<file path="src/rtl/bp_cfg_loader_pkg.sv">
// Shared types and cfg-link register addresses for the tile boot loader.
package bp_cfg_loader_pkg;

    // cfg-link register map, shared with the cfg-link decode node
    localparam logic [15:0] CfgAddrClkOsc    = 16'h0000;
    localparam logic [15:0] CfgAddrReset     = 16'h0001;
    localparam logic [15:0] CfgAddrFreeze    = 16'h0002;
    localparam logic [15:0] CfgAddrStartPcLo = 16'h0040;
    localparam logic [15:0] CfgAddrStartPcHi = 16'h0041;
    localparam logic [15:0] CfgAddrCceMode   = 16'h0060;
    localparam logic [15:0] CfgAddrUcodeBase = 16'h8000;

    typedef enum logic [3:0] {
        S_RESET,
        S_CLK_OSC,
        S_FREEZE,
        S_RST_ON,
        S_RST_OFF,
        S_UC_RD,
        S_UC_WR,
        S_PC_LO,
        S_PC_HI,
        S_MODE,
        S_UNFREEZE,
        S_DONE
    } bp_cfg_loader_state_e;

    typedef struct packed {
        logic [15:0] addr;
        logic [31:0] data;
    } bp_cfg_link_pkt_s;

endpackage

</file>
<file path="src/rtl/bsg_counter_clear_up.sv">
// Up counter with synchronous reset and clear; clear wins over up.
module bsg_counter_clear_up #(
    parameter int unsigned width_p = 13
) (
    input  logic               clk_i,
    input  logic               reset_i,
    input  logic               clear_i,
    input  logic               up_i,
    output logic [width_p-1:0] count_o
);

    logic [width_p-1:0] r_count;

    // count register
    always_ff @(posedge clk_i) begin
        if (reset_i || clear_i) begin
            r_count <= '0;
        end else if (up_i) begin
            r_count <= r_count + width_p'(1);
        end
    end

    assign count_o = r_count;

endmodule

</file>
<file path="src/rtl/bp_cfg_loader.sv">
// Config-link master that boots one tile: freeze, reset pulse, CCE ucode, start PC,
// CCE mode, unfreeze. Ucode words are fetched from an external 1-cycle sync ROM.
// Optional feature: define BP_CFG_LOADER_CLK_OSC_EN to write clk_osc_p first.
module bp_cfg_loader
    import bp_cfg_loader_pkg::*;
#(
    parameter int unsigned  ucode_words_p = 256,
    parameter logic [63:0]  start_pc_p    = 64'h8000_0000,
    parameter logic [31:0]  cce_mode_p    = 32'h0,
    parameter logic [31:0]  clk_osc_p     = 32'h0
) (
    input  logic        clk_i,
    input  logic        reset_i,
    output logic        cfg_v_o,
    output logic [15:0] cfg_addr_o,
    output logic [31:0] cfg_data_o,
    input  logic        cfg_ready_i,
    output logic [11:0] ucode_addr_o,
    input  logic [31:0] ucode_data_i,
    output logic        done_o
);

    // Underflow for ucode_words_p==0 is harmless: S_UC_WR is never entered then.
    localparam logic [12:0] LastIdx = 13'(ucode_words_p - 1);

    bp_cfg_loader_state_e r_state, w_state_d;
    bp_cfg_link_pkt_s     w_pkt;
    logic                 w_v;
    logic                 w_idx_up;
    logic [12:0]          w_idx;
    logic                 r_uc_fresh;
    logic [31:0]          r_uc_hold;
    logic [31:0]          w_uc_data;

    bsg_counter_clear_up #(
        .width_p (13)
    ) u_idx (
        .clk_i   (clk_i),
        .reset_i (reset_i),
        .clear_i (r_state == S_RESET),
        .up_i    (w_idx_up),
        .count_o (w_idx)
    );

    // State register
    always_ff @(posedge clk_i) begin
        if (reset_i) begin
            r_state <= S_RESET;
        end else begin
            r_state <= w_state_d;
        end
    end

    // ROM data is live only in the first S_UC_WR cycle; hold it for any stall after that
    always_ff @(posedge clk_i) begin
        if (reset_i) begin
            r_uc_fresh <= 1'b0;
            r_uc_hold  <= '0;
        end else begin
            r_uc_fresh <= (r_state == S_UC_RD);
            if (r_uc_fresh) begin
                r_uc_hold <= ucode_data_i;
            end
        end
    end

    assign w_uc_data = r_uc_fresh ? ucode_data_i : r_uc_hold;

    // Next state and packet; valid/addr/data depend on state only, never on ready
    always_comb begin
        w_state_d = r_state;
        w_pkt     = '0;
        w_v       = 1'b0;
        w_idx_up  = 1'b0;
        unique case (r_state)
            S_RESET: begin
`ifdef BP_CFG_LOADER_CLK_OSC_EN
                w_state_d = S_CLK_OSC;
`else
                w_state_d = S_FREEZE;
`endif
            end
            S_CLK_OSC: begin
                w_v   = 1'b1;
                w_pkt = '{addr: CfgAddrClkOsc, data: clk_osc_p};
                if (cfg_ready_i) w_state_d = S_FREEZE;
            end
            S_FREEZE: begin
                w_v   = 1'b1;
                w_pkt = '{addr: CfgAddrFreeze, data: 32'd1};
                if (cfg_ready_i) w_state_d = S_RST_ON;
            end
            S_RST_ON: begin
                w_v   = 1'b1;
                w_pkt = '{addr: CfgAddrReset, data: 32'd1};
                if (cfg_ready_i) w_state_d = S_RST_OFF;
            end
            S_RST_OFF: begin
                w_v   = 1'b1;
                w_pkt = '{addr: CfgAddrReset, data: 32'd0};
                if (cfg_ready_i) w_state_d = (ucode_words_p == 0) ? S_PC_LO : S_UC_RD;
            end
            S_UC_RD: begin
                w_state_d = S_UC_WR;
            end
            S_UC_WR: begin
                w_v   = 1'b1;
                w_pkt = '{addr: CfgAddrUcodeBase | {4'b0, w_idx[11:0]}, data: w_uc_data};
                if (cfg_ready_i) begin
                    w_idx_up  = 1'b1;
                    w_state_d = (w_idx == LastIdx) ? S_PC_LO : S_UC_RD;
                end
            end
            S_PC_LO: begin
                w_v   = 1'b1;
                w_pkt = '{addr: CfgAddrStartPcLo, data: start_pc_p[31:0]};
                if (cfg_ready_i) w_state_d = S_PC_HI;
            end
            S_PC_HI: begin
                w_v   = 1'b1;
                w_pkt = '{addr: CfgAddrStartPcHi, data: start_pc_p[63:32]};
                if (cfg_ready_i) w_state_d = S_MODE;
            end
            S_MODE: begin
                w_v   = 1'b1;
                w_pkt = '{addr: CfgAddrCceMode, data: cce_mode_p};
                if (cfg_ready_i) w_state_d = S_UNFREEZE;
            end
            S_UNFREEZE: begin
                w_v   = 1'b1;
                w_pkt = '{addr: CfgAddrFreeze, data: 32'd0};
                if (cfg_ready_i) w_state_d = S_DONE;
            end
            S_DONE: begin
                w_state_d = S_DONE;
            end
            default: begin
                w_state_d = S_RESET;
            end
        endcase
    end

    assign cfg_v_o      = w_v;
    assign cfg_addr_o   = w_pkt.addr;
    assign cfg_data_o   = w_pkt.data;
    assign ucode_addr_o = w_idx[11:0];
    assign done_o       = (r_state == S_DONE);

endmodule

</file>
<file path="config.mk">
export PLATFORM = sky130hd
export DESIGN_NAME = bp_cfg_loader
export DESIGN_NICKNAME = d
export VERILOG_FILES = /design/src/rtl/bp_cfg_loader_pkg.sv /design/src/rtl/bsg_counter_clear_up.sv /design/src/rtl/bp_cfg_loader.sv
export SDC_FILE = /design/constraint.sdc
export NUM_CORES = 1
export LEC_CHECK = 0
export BUFFER_PORTS_ARGS = -buffer_cell sky130_fd_sc_hd__buf_2
export CORE_MARGIN = 5
export CORE_UTILIZATION = 40
export CTS_CLUSTER_SIZE = 30
export DETAILED_ROUTE_END_ITERATION = 16
export PLACE_DENSITY = 0.68
export SETUP_SLACK_MARGIN = 0.02
export SYNTH_ARGS = -nofsm -noshare
export SYNTH_HDL_FRONTEND = slang
export SYNTH_SLANG_ARGS = --single-unit
</file>
<file path="constraint.sdc">
create_clock -name clk_i -period 3.25 [get_ports clk_i]
set_clock_uncertainty 0.15 [all_clocks]
set_input_delay 0 -clock clk_i [delete_from_list [all_inputs] [get_ports clk_i]]
set_output_delay 0 -clock clk_i [all_outputs]
set_load 0.01 [all_outputs]
</file>
==> results.sh <==
export IMPL_status="finished, final reports clean"
export IMPL_synth_largest_area_cell="dfxtp_1"
export IMPL_vdd_ir_drop_max_v=0.000203
export IMPL_h_tree_depth=2
export IMPL_r2r_end="u_idx.count_o[12]"
export IMPL_worstPathMaxFanout=14
export IMPL_port_buffers=93
export IMPL_die_x_um=87.8
export IMPL_dieArea_um2=7720
export IMPL_post_route_period_util=0.740
export IMPL_min_delay_start="reset_i"
export IMPL_synth_top_cell_area_share=0.413
export IMPL_drt_vias_per_instance=4.88
export IMPL_synthArstFlopShare=0
export IMPL_worst_hold_path_endpoint="r_uc_hold[31]"
export IMPL_ys_seq_area_frac=0.413
export IMPL_powerDensity_nw_per_um2=344
export IMPL_vias=2303
export IMPL_ys_types=42
export IMPL_grt_pass1_wl_mm=9.99
export IMPL_critPathKind="flip-flop to flip-flop"
export IMPL_clk_insertion_delay_late_ns=0.29
export IMPL_cts_buffers=5
export IMPL_synth_cells_most_frequent="nor2_1, dfxtp_1, mux2i_1"
export IMPL_root_buffer="clkbuf_8"
export IMPL_hold_path_class="input pin to flip-flop"
export IMPL_fin_nets=432
export IMPL_drt_iter0_drc=70
export IMPL_holdWs_ns=0.0847
export IMPL_crit_start="r_state[1]"
export IMPL_reg2reg_depth=4
export IMPL_antenna_found_initial=0
export IMPL_grt_total_usage=0.161
export IMPL_drc_errors=0
export IMPL_crit_arrival_ns=2.48
export IMPL_synth_edf_count=0
export IMPL_synth_most_common_cell="nor2_1"
export IMPL_core_area_um2=5920
export IMPL_gp_congestion=0.848
export IMPL_n_antenna_cell=0
export IMPL_timing_final_max_slew_violations=0
export IMPL_path_clk_slew_ns=0.09
export IMPL_syn_cell_area_um2=2420
export IMPL_rsz0062_at_grt="false"
export IMPL_cellLeakagePower_nw=1.36
export IMPL_fmaxAchievable_mhz=416
export IMPL_hold_viol=0
export IMPL_reg2reg_slack_ns=0.84
export IMPL_fp_row_count=28
export IMPL_cts_tree="done"
export IMPL_grt_overflow=0
export IMPL_die_y_um=87.8
export IMPL_totalWireLength_mm=6.27
export IMPL_max_cap_violations=0
export IMPL_worst_pin_slew_ns=0.764
export IMPL_grt_pass1_vias=2165
export IMPL_clock_sinks=50
export IMPL_wire_per_inst_um=13.3
export IMPL_synth_ff_type="dfxtp_1"
export IMPL_syn_to_final_growth_pct=33.3
export IMPL_initial_core_util=0.409
export IMPL_ys_ff_latch=50
export IMPL_postCtsSetupBuffers=0
export IMPL_design_area_um2=3230
export IMPL_grt_max_degree=39
export IMPL_endpoint_kind="flip-flop"
export IMPL_r2r_start="r_state[1]"
export IMPL_dpl_cell_area_um2=2810
export IMPL_yosys_top_cells_area="dfxtp_1, mux2i_1, nor2_1"
export IMPL_clockBufferDepth=2
export IMPL_fin_tns_setup_ns=0
export IMPL_ctsResizeCount=0
export IMPL_setup_viol_count_final=0
export IMPL_yosysWarnings=0
export IMPL_fin_util=0.546
export IMPL_relSlewSlack=0.490
export IMPL_worstHoldPathCells=2
export IMPL_drive_gt1_frac=0.267
export IMPL_io_pins=97
export IMPL_synth_area_per_cell_um2=8.22
export IMPL_final_antenna_net_count=0
export IMPL_holdBufCountCts=33
export IMPL_drt_pass1_iterations=4
export IMPL_synthCells=295
export IMPL_min_period_ns=2.41
export IMPL_cp_data_required_time_ns=3.33
export IMPL_dp_hpwl_mm=4.21
export IMPL_critPathLaunchType="flip-flop"
[layout make-up]
type	count	area, um^2
clock buffers	6	82.6
clock inverters	2	12.5
fillers	560	2690
inverters	7	26.3
multi-input cells	204	1200
flip-flops and latches	50	1000
well taps	75	93.8
repair buffers	128	811
[cell usage in the layout (no fill, tap or decap), types with 6 or more instances in the layout]
cell | synthesis | final
a21oi_1 | 10 | 10
and2_1 | 7 | 7
buf_2 | 2 | 93
clkbuf_8 | 0 | 6
dfxtp_1 | 50 | 49
dlygate4sd3_1 | 0 | 33
inv_1 | 6 | 6
mux2i_1 | 32 | 32
nand2_1 | 9 | 9
nand3_1 | 7 | 7
nor2_1 | 78 | 78
o21ai_0 | 8 | 8
[stage by stage]
stage               setup WS, ns  instances  power [W]
global route               0.652        472    0.00117
finish                     0.844        472    0.00111
detailed placement         0.871        431   0.000716
CTS                        0.820        472    0.00113
global placement           0.909        431   0.000716
floorplan                   1.46        297   0.000687
[cell families after synthesis]
logic type,Yosys count,synth area share
other cells,1,0.00155
mux,32,0.132
xor+xnor,9,0.0325
buf+inv,43,0.0940
flops,50,0.413
compound gates,29,0.0723
simple gates,130,0.249
fa+ha+maj,1,0.00516
[critical path: stages, from the launching register on]
cell	delay, ns
dfxtp_1	0.59
nand4bb_1	0.53
or2_4	0.46
or4_1	0.47
a21oi_1	0.14
[how the worst max path moves through the flow]
stage / end / slack (ns) / cells past startpoint
after floorplan: u_idx.count_o[12] / 1.46 / 6
after global routing: u_idx.count_o[9] / 0.65 / 5
after global placement: u_idx.count_o[12] / 0.91 / 4
after CTS: u_idx.count_o[12] / 0.82 / 4
after detailed placement: u_idx.count_o[12] / 0.87 / 4
final: u_idx.count_o[12] / 0.84 / 4
[flip-flops by register name, summed over array words and instances, names as in the netlist]
| register | cells |
|---|---|
| r_uc_hold | 32 |
| u_idx.count_o | 13 |
| r_state | 4 |
| r_uc_fresh | 1 |
[power by group]
part / internal, W / leakage (nW) / switching (W)
Sequential: 0.000615 / 0.404 / 0.0000102
Combinational: 0.0000593 / 0.914 / 0.0000482
Clock: 0.000172 / 0.0472 / 0.000206
[routing by layer]
layer	global-route usage	routed length, um	vias up
li1	-	-	1169
met1	0.191	2620	1072
met2	0.290	3240	54
met3	0.0310	300	8
met4	0.0558	112	0
met5	0	0	-
Note: power is estimated with default switching activity, not from simulation.
